===== src/rtl/hazard_pkg.sv =====
// Shared definitions for the hazard scoreboard: register-file geometry and stall-cause encoding.
package hazard_pkg;

    localparam int unsigned NREGS = 32;
    localparam int unsigned REG_W = 5;

    typedef enum logic [1:0] {
        NONE = 2'b00,
        RAW  = 2'b01,
        WAW  = 2'b10,
        BUSY = 2'b11
    } stall_cause_t;

    // One-hot mask selecting a single register of the default-sized file.
    function automatic logic [NREGS-1:0] reg_mask(input logic [REG_W-1:0] idx);
        return NREGS'(1) << idx;
    endfunction

endpackage


===== src/rtl/hazard_scoreboard_if.sv =====
// Decode/writeback/mul-div bundle between the pipeline (master) and the hazard scoreboard (slave).
interface hazard_scoreboard_if #(
    parameter int unsigned NREGS = hazard_pkg::NREGS,
    parameter int unsigned REG_W = hazard_pkg::REG_W
) ();
    import hazard_pkg::*;

    logic             id_valid;
    logic [REG_W-1:0] id_rs1;
    logic [REG_W-1:0] id_rs2;
    logic             id_rs1_used;
    logic             id_rs2_used;
    logic [REG_W-1:0] id_rd;
    logic             id_we;
    logic             id_is_load;
    logic             id_is_muldiv;
    logic             flush;
    logic             wb_valid;
    logic [REG_W-1:0] wb_rd;
    logic             md_done;
    logic             stall;
    stall_cause_t     stall_cause;
    logic [NREGS-1:0] pending;
    logic             md_busy;

    modport master (
        output id_valid, id_rs1, id_rs2, id_rs1_used, id_rs2_used, id_rd, id_we,
        output id_is_load, id_is_muldiv, flush, wb_valid, wb_rd, md_done,
        input  stall, stall_cause, pending, md_busy
    );

    modport slave (
        input  id_valid, id_rs1, id_rs2, id_rs1_used, id_rs2_used, id_rd, id_we,
        input  id_is_load, id_is_muldiv, flush, wb_valid, wb_rd, md_done,
        output stall, stall_cause, pending, md_busy
    );

endinterface


===== src/rtl/pending_bitmap.sv =====
// Per-index pending bit vector with one set port and one clear port; set wins on a collision.
module pending_bitmap #(
    parameter int unsigned N = 32,
    parameter int unsigned W = 5
) (
    input  logic         clk,
    input  logic         rst,
    input  logic         set_en,
    input  logic [W-1:0] set_idx,
    input  logic         clr_en,
    input  logic [W-1:0] clr_idx,
    output logic [N-1:0] bits
);

    logic [N-1:0] bits_q;
    logic [N-1:0] bits_d;

    // Clear applied first so a same-index set overrides it.
    always_comb begin
        bits_d = bits_q;
        if (clr_en) bits_d[clr_idx] = 1'b0;
        if (set_en) bits_d[set_idx] = 1'b1;
    end

    always_ff @(posedge clk or posedge rst) begin
        if (rst) bits_q <= '0;
        else     bits_q <= bits_d;
    end

    assign bits = bits_q;

endmodule


===== src/rtl/hazard_scoreboard.sv =====
// Decode interlock for long-latency producers (loads, mul/div): RAW/WAW on pending registers
// and a structural stall on the single mul/div unit. Mul/div tracking is enabled by HAZARD_MULDIV_EN.
module hazard_scoreboard #(
    parameter int unsigned NREGS = hazard_pkg::NREGS,
    parameter int unsigned REG_W = hazard_pkg::REG_W
) (
    input  logic                clk,
    input  logic                rst,
    hazard_scoreboard_if.slave  bus
);
    import hazard_pkg::*;

    logic [NREGS-1:0] pending_q;
    logic [NREGS-1:0] wb_mask;
    logic [NREGS-1:0] eff;
    logic             raw_rs1;
    logic             raw_rs2;
    logic             raw_hz;
    logic             waw_hz;
    logic             busy_hz;
    logic             is_md;
    logic             md_done;
    logic             md_busy_q;
    logic             issue;
    logic             set_en;
    stall_cause_t     cause;

`ifdef HAZARD_MULDIV_EN
    assign is_md   = bus.id_is_muldiv;
    assign md_done = bus.md_done;
`else
    logic unused_md;
    assign is_md     = 1'b0;
    assign md_done   = 1'b0;
    assign unused_md = bus.id_is_muldiv ^ bus.md_done;
`endif

    // The register being written back this cycle is bypassed by forwarding.
    assign wb_mask = bus.wb_valid ? (NREGS'(1) << bus.wb_rd) : '0;
    assign eff     = pending_q & ~wb_mask;

    assign raw_rs1 = bus.id_rs1_used && (bus.id_rs1 != '0) && eff[bus.id_rs1];
    assign raw_rs2 = bus.id_rs2_used && (bus.id_rs2 != '0) && eff[bus.id_rs2];
    assign raw_hz  = bus.id_valid && (raw_rs1 || raw_rs2);
    assign waw_hz  = bus.id_valid && bus.id_we && (bus.id_rd != '0) && eff[bus.id_rd];
    assign busy_hz = bus.id_valid && is_md && md_busy_q && !md_done;

    always_comb begin
        cause = NONE;
        if (raw_hz)       cause = RAW;
        else if (waw_hz)  cause = WAW;
        else if (busy_hz) cause = BUSY;
    end

    assign bus.stall       = raw_hz || waw_hz || busy_hz;
    assign bus.stall_cause = cause;

    assign issue  = bus.id_valid && !bus.stall && !bus.flush;
    assign set_en = issue && bus.id_we && (bus.id_rd != '0) && (bus.id_is_load || is_md);

    pending_bitmap #(
        .N (NREGS),
        .W (REG_W)
    ) u_pending (
        .clk     (clk),
        .rst     (rst),
        .set_en  (set_en),
        .set_idx (bus.id_rd),
        .clr_en  (bus.wb_valid),
        .clr_idx (bus.wb_rd),
        .bits    (pending_q)
    );

`ifdef HAZARD_MULDIV_EN
    // Issue beats completion so back-to-back mul/div keeps the unit marked busy.
    always_ff @(posedge clk or posedge rst) begin
        if (rst)                 md_busy_q <= 1'b0;
        else if (issue && is_md) md_busy_q <= 1'b1;
        else if (md_done)        md_busy_q <= 1'b0;
    end
`else
    assign md_busy_q = 1'b0;
`endif

    assign bus.pending = pending_q;
    assign bus.md_busy = md_busy_q;

endmodule


===== src/flat_wrapper.sv =====
// flat-port wrapper written by rule: the top's interface ports become plain ports
module hazard_scoreboard_flat import hazard_pkg::*;
#(
    parameter int unsigned NREGS = hazard_pkg::NREGS,
    parameter int unsigned REG_W = hazard_pkg::REG_W
)
  (clk, rst, bus_id_valid, bus_id_rs1, bus_id_rs2, bus_id_rs1_used, bus_id_rs2_used, bus_id_rd, bus_id_we, bus_id_is_load, bus_id_is_muldiv, bus_flush, bus_wb_valid, bus_wb_rd, bus_md_done, bus_stall, bus_stall_cause, bus_pending, bus_md_busy);
  hazard_scoreboard_if #(.NREGS(NREGS), .REG_W(REG_W)) bus_i ();
  input  logic clk;
  input  logic rst;
  input wire logic [$bits(bus_i.id_valid)-1:0] bus_id_valid;
  input wire logic [$bits(bus_i.id_rs1)-1:0] bus_id_rs1;
  input wire logic [$bits(bus_i.id_rs2)-1:0] bus_id_rs2;
  input wire logic [$bits(bus_i.id_rs1_used)-1:0] bus_id_rs1_used;
  input wire logic [$bits(bus_i.id_rs2_used)-1:0] bus_id_rs2_used;
  input wire logic [$bits(bus_i.id_rd)-1:0] bus_id_rd;
  input wire logic [$bits(bus_i.id_we)-1:0] bus_id_we;
  input wire logic [$bits(bus_i.id_is_load)-1:0] bus_id_is_load;
  input wire logic [$bits(bus_i.id_is_muldiv)-1:0] bus_id_is_muldiv;
  input wire logic [$bits(bus_i.flush)-1:0] bus_flush;
  input wire logic [$bits(bus_i.wb_valid)-1:0] bus_wb_valid;
  input wire logic [$bits(bus_i.wb_rd)-1:0] bus_wb_rd;
  input wire logic [$bits(bus_i.md_done)-1:0] bus_md_done;
  output wire logic [$bits(bus_i.stall)-1:0] bus_stall;
  output wire logic [$bits(bus_i.stall_cause)-1:0] bus_stall_cause;
  output wire logic [$bits(bus_i.pending)-1:0] bus_pending;
  output wire logic [$bits(bus_i.md_busy)-1:0] bus_md_busy;
  assign bus_i.id_valid = bus_id_valid;
  assign bus_i.id_rs1 = bus_id_rs1;
  assign bus_i.id_rs2 = bus_id_rs2;
  assign bus_i.id_rs1_used = bus_id_rs1_used;
  assign bus_i.id_rs2_used = bus_id_rs2_used;
  assign bus_i.id_rd = bus_id_rd;
  assign bus_i.id_we = bus_id_we;
  assign bus_i.id_is_load = bus_id_is_load;
  assign bus_i.id_is_muldiv = bus_id_is_muldiv;
  assign bus_i.flush = bus_flush;
  assign bus_i.wb_valid = bus_wb_valid;
  assign bus_i.wb_rd = bus_wb_rd;
  assign bus_i.md_done = bus_md_done;
  assign bus_stall = bus_i.stall;
  assign bus_stall_cause = bus_i.stall_cause;
  assign bus_pending = bus_i.pending;
  assign bus_md_busy = bus_i.md_busy;
  hazard_scoreboard #(.NREGS(NREGS), .REG_W(REG_W)) u_core (.clk(clk), .rst(rst), .bus(bus_i));
endmodule

===== config.mk =====
export PLATFORM = sky130hd
export DESIGN_NAME = hazard_scoreboard_flat
export DESIGN_NICKNAME = d
export VERILOG_FILES = /design/src/rtl/hazard_pkg.sv /design/src/rtl/hazard_scoreboard_if.sv /design/src/rtl/pending_bitmap.sv /design/src/rtl/hazard_scoreboard.sv /design/src/flat_wrapper.sv
export SDC_FILE = /design/constraint.sdc
export NUM_CORES = 1
export LEC_CHECK = 0
export ABC_CLOCK_PERIOD_IN_PS = 2000
export CAP_MARGIN = 20
export CORE_MARGIN = 1.5
export CORE_UTILIZATION = 40
export CTS_CLUSTER_SIZE = 16
export DETAILED_ROUTE_END_ITERATION = 10
export DONT_BUFFER_PORTS = 1
export PLACE_DENSITY = 0.58
export SKIP_CTS_REPAIR_TIMING = 1
export SLEW_MARGIN = 10
export SYNTH_ARGS = -nofsm -noshare
export SYNTH_HDL_FRONTEND = slang
export SYNTH_SLANG_ARGS = --single-unit

===== constraint.sdc =====
create_clock -name clk -period 2 [get_ports clk]
set_input_delay 0.2 -clock clk [delete_from_list [all_inputs] [get_ports clk]]
set_output_delay 0.2 -clock clk [all_outputs]
set_load 0.02 [all_outputs]

# After elaboration in Yosys (flattened, before gate mapping)
# Cells that the tools add are included.
word_totals:
  wordCells: 50
  reg_bits: 32
  output_inout_bits: 36
classes:
  n_reduce_logical: 22
  bitwise: 5
  n_shift: 1
  order_cmp: 6
  muxes: 15
op_table:
  columns: ["operator", "n"]
  rows:
  - ["32-bit two-way mux", 3]
  - ["32-bit bitwise AND", 2]
  - ["32-bit NOT", 2]
  - ["32-bit OR", 1]
  - ["1-bit by 5-bit << shifter with 32-bit output (first input constant)", 1]
  - ["5-bit by 6-bit < comparator with 1-bit output (second input constant)", 4]
  - ["1-bit binary-select mux with 5-bit select", 3]
  - ["1-bit logical AND", 15]
  - ["5-bit nonzero test", 3]
  - ["1-bit demux with 5-bit select", 2]
  - ["5-bit by 1-bit >= comparator with 1-bit output (second input constant)", 2]
  - ["1-bit two-way mux", 5]
  - ["2-bit two-way mux", 2]
  - ["1-bit zero test", 2]
  - ["1-bit logical OR", 2]

# Longest topological paths before layout
depth:
  depth_word: 17
  mapped_depth: 10
  depth_no_buf: 8

# By module
# A second synthesis with hierarchy kept.
hier_totals:
  hier_cells: 335
  area_unflattened_um2: 2816.5
modules_own_cells:
  columns: ["mod", "cells_per_inst", "area_each_um2", "seq_area_each_um2", "instances"]
  rows:
  - ["hazard_scoreboard", 210, 1506.4, 0.0, 1]
  - ["pending_bitmap", 125, 1310.0, 800.8, 1]

# Worst setup path before layout
# Ideal clock, no wire load.
synth_path:
  path_type: "input -> output"
  from: "in bus_wb_rd[2]"
  to: "out bus_stall_cause[1]"
  stages: 9
  t_arrival_ns: 2.106
  slack_ns: -0.306
  path_cell_list: "buf_6 -> or4b_4 -> o221ai_1 -> o221ai_1 -> a211oi_1 -> and4_1 -> buf_6 -> nand2_1 -> nor2_1"
synth_between:
  elab_chain_cells: 10
  word_cells_on_any_way: 17
  classes_between: "1 x shift; 9 x mux; 2 x bitwise; 5 x reduce/logical"
synth_lines:
  columns: ["item", "line_no", "rtl"]
  rows:
  - ["start, declared", "flat_wrapper.sv:22", "input wire logic [$bits(bus_i.wb_rd)-1:0] bus_wb_rd;"]
  - ["1-bit by 5-bit << shifter with 32-bit output *", "hazard_scoreboard.sv:39", "assign wb_mask = bus.wb_valid ? (NREGS'(1) << bus.wb_rd) : '0;"]
  - ["32-bit two-way mux *", "hazard_scoreboard.sv:39", null]
  - ["32-bit NOT *", "hazard_scoreboard.sv:40", "assign eff = pending_q & ~wb_mask;"]
  - ["32-bit bitwise AND *", "hazard_scoreboard.sv:40", null]
  - ["1-bit binary-select mux with 5-bit select (on tied branches)", "hazard_scoreboard.sv:42, hazard_scoreboard.sv:43", null]
  - ["1-bit two-way mux (on tied branches)", "hazard_scoreboard.sv:42, hazard_scoreboard.sv:43", null]
  - ["1-bit logical AND (on tied branches)", "hazard_scoreboard.sv:42, hazard_scoreboard.sv:43", null]
  - ["1-bit logical OR *", "hazard_scoreboard.sv:44", "assign raw_hz = bus.id_valid && (raw_rs1 || raw_rs2);"]
  - ["1-bit logical AND *", "hazard_scoreboard.sv:44", null]
  - ["net u_core.raw_hz", "hazard_scoreboard.sv:18", "logic raw_hz;"]
  - ["2-bit two-way mux *", "hazard_scoreboard.sv:50", "if (raw_hz) cause = RAW;"]
  - ["end, declared", "flat_wrapper.sv:25", "output wire logic [$bits(bus_i.stall_cause)-1:0] bus_stall_cause;"]
# Mark *: on every way through the listed nets, which the timed path passes. The rest lies on a longest branch. The select of a mux whose other input is x is not followed.

# Worst setup path in the final report
layout_path:
  from: "reg u_core.u_pending.bits_q[27], in the netlist u_core.u_pending.bits[27]"
  to: "out bus_stall_cause[1]"
layout_between:
  elab_chain_cells: 7
  word_cells_on_any_way: 14
  classes_between: "8 x mux; 1 x bitwise; 5 x reduce/logical"
layout_lines:
  columns: ["item", "line_no", "rtl"]
  rows:
  - ["start, declared", "pending_bitmap.sv:15", "logic [N-1:0] bits_q;"]
  - ["start signal, assigned", "pending_bitmap.sv:27", "else bits_q <= bits_d;"]
  - ["32-bit bitwise AND *", "hazard_scoreboard.sv:40", null]
  - ["1-bit binary-select mux with 5-bit select (on tied branches)", "hazard_scoreboard.sv:42, hazard_scoreboard.sv:43", null]
  - ["1-bit two-way mux (on tied branches)", "hazard_scoreboard.sv:42, hazard_scoreboard.sv:43", null]
  - ["1-bit logical AND (on tied branches)", "hazard_scoreboard.sv:42, hazard_scoreboard.sv:43", null]
  - ["1-bit logical OR", "hazard_scoreboard.sv:44", null]
  - ["1-bit logical AND", "hazard_scoreboard.sv:44", null]
  - ["2-bit two-way mux *", "hazard_scoreboard.sv:50", null]
# Every way passes the cells marked *; elsewhere a longest branch is shown, timed or not. The select of a mux whose other input is x is not followed.

==> impl_metrics.yaml <==
outcome:
  run_status: "finished, violations left"
  violations: "negative setup slack"
synth:
  synthArstFlopShare_pct: 100
  syn_area_sq_um: 2740
  yosysUniqueCellTypes: 69
  syn-mean-instance-area_sq_um: 8.83
  seq_area_frac_synth_pct: 29.3
  ys_ff_latch: 32
  synthCells: 310
  synth_fp_nets: 341
  synth-edff-count: 0
  synth_top_flop_cell: "dfrtp_1"
  ys_warn_count: 0
die:
  ios: 67
  chipWidth_microns: 85.7
  rows: 29
  chipHeight_microns: 85.7
  start_util_pct: 42.1
  core_area_sq_um: 6490
  dieArea_sq_um: 7350
worst_setup_path:
  cpMostUsedCell: "buf_4"
  crit_chain: "o21ai_1 -> buf_4 -> a222oi_1 -> a21oi_1 -> o32ai_2 -> o2111ai_4 -> buf_4 -> nor2_4"
  cp-startpoint: "u_core.u_pending.bits[27]"
  max_stage_delay_ns: 0.38
  cp_data_required_time_ns: 1.80
  worstPathArrival_ns: 2.25
  crit_slowest_cell: "dfrtp_1"
  reg2reg_depth: 10
  r2r-start: "u_core.u_pending.bits[2]"
  startpoint_type: "flip-flop"
  rr_endpoint: "u_core.u_pending.bits[5]"
  cp_max_fo: 4
  rrSetupSlack_ns: -0.44
  endpoint_kind: "output port"
  path_class: "reg -> out"
placement:
  dp_hpwl_mm: 8.95
  dp.cells: 480
  gp_congestion: 0.992
  post_dp_cell_area_sq_um: 3710
  io_buffers: 0
sta:
  slew_viol_final: 0
  setup_ws_ns: -0.454
  final.min_clock_period_ns: 2.45
  finalSetupTns_ns: -12.20
  timing.final.crit_share_pct: 123
  hold_violations: 0
  fmax_ghz: 0.408
  setup_viol: 34
  skew_ns: 0.00487
  worstMarginPinSlew_ns: 0.620
  slew_headroom_pct: 58.2
  holdWs_ns: 0.159
  rsz0062_at_grt: "yes"
final_layout:
  layout-drive-gt1-share_pct: 46.9
  fillers: 541
  finalNetCount: 448
  antennaDiodeCount: 0
  final_cell_area_sq_um: 3990
  stdcell_count: 495
  largest_reg_flops: 32
  syn2layout_area_growth_pct: 45.7
hold_path:
  hold_class: "in -> reg"
  min_path_cells: 2
  holdPathEnd: "u_core.u_pending.bits[0]"
  worstHoldStart: "bus_wb_rd[0]"
cts:
  htreeDepth: 2
  clk_pin_slew_worst_paths_ns: 0.07
  cts_root_buffer: "clkbuf_8"
  cts_tree: "yes"
  cts_buffers: 5
  clock_latency_ns: 0.29
  clkSinkCount: 32
  clockBufferDepth: 2
flow_run:
  drv_cap: 0
grt:
  grt_pass1_wl_mm: 17.6
  grt_max_degree: 33
  antenna_found_initial: 0
  track_usage_pct: 31.7
  overflow: 0
  grt_pass1_vias: 3103
detailed_routing:
  drtAntennaViolNets: 0
  via_per_inst: 6.64
  drc: 0
  drt-pass1-iter-count: 5
  wl_per_cell_microns: 23.5
  vias: 3287
  wl_mm: 11.6
  drt-initial-drc-count: 410
power_and_ir_drop:
  p_per_area_nw_per_um2: 498
  cellLeakagePower_uw: 0.00170
  ir_drop_v: 0.000526
worst max-delay path by stage:
stage / slack [ns] / to
after global placement: -0.35 / u_core.u_pending.bits[5]
after detailed placement: -0.37 / u_core.u_pending.bits[5]
after global routing: -0.54 / u_core.u_pending.bits[5]
final: -0.45 / bus_stall_cause[1]
after floorplan: -0.07 / bus_stall_cause[1]
after CTS: -0.61 / bus_stall_cause[1]
critical path: cells and delay by family (launching register included):
kind	cells	cell delay, ns
compound gates	5	1.06
flops	1	0.38
buf+inv	2	0.36
simple gates	1	0.16
cell usage in the layout (no fill, tap or decap), drive strengths merged, types with 6 or more instances in the layout:
master  netlist  final
nand3        14     14
o22ai         8      8
nand2b        6      6
a22oi         7      7
nand2        17     17
dfrtp        32     32
a21oi         6      6
nand4        11     11
o21ai        64     64
nor2         12     12
buf          13    121
mux2i        15     15
clkbuf        9      8
report_power, final:
group	internal (uW)	switching (uW)
Sequential	690	41.6
Combinational	334	360
Clock	314	246
Total	1340	647
cell families (layout without fill, tap and decap cells):
family | Yosys count | after routing | share of synthesized area (%)
AOI/OAI and AO/OA | 119 | 119 | 28.8
and+or+nand+nor | 111 | 111 | 27.7
DFF | 32 | 32 | 29.3
xor gates and xnor gates | 4 | 4 | 1.28
buffers and inverters | 24 | 132 | 4.89
muxes | 19 | 19 | 7.95
other | 1 | 1 | 0.137
per-layer routing:
metal	vias to the layer above	part of all wire, %	GRT usage, %
met2	227	44	48.7
met4	0	3.7	11.7
met3	39	11	7.70
met1	1586	42	43.3
met5	-	0	0
li1	1435	-	-
Yosys cell counts (all sizes together) (7+ instances only):
cell | instances | share of area, %
o22ai | 8 | 1.8
clkbuf | 9 | 1.2
nand3 | 14 | 2.6
a22oi | 7 | 1.9
mux2i | 15 | 5.5
o21ai | 64 | 12
dfrtp | 32 | 29
nand2 | 17 | 2.3
nand4 | 11 | 4.7
nor2 | 12 | 1.6
buf | 13 | 3.4
area by class of cell:
class / count / area, sq um / share of cell area (%)
Sequential cell: 32 / 805 / 20.2
Timing Repair Buffer: 122 / 960 / 24.1
Clock buffer: 8 / 100 / 2.51
Inverter: 2 / 7.51 / 0.188
Tap cell: 77 / 96.3 / 2.42
Multi-Input combinational cell: 254 / 2020 / 50.7
stage by stage:
| stage | utilization, % | setup slack, ns | power (uW) |
|---|---|---|---|
| after floorplan | - | -0.0655 | 1130 |
| after global placement | 57.1 | -0.355 | 1380 |
| after detailed placement | 57.1 | -0.371 | 1380 |
| after CTS | 58.6 | -0.615 | 1930 |
| after global routing | 61.4 | -0.536 | 2050 |
| final | 61.4 | -0.454 | 1990 |
(Power assumes the default switching activity.)
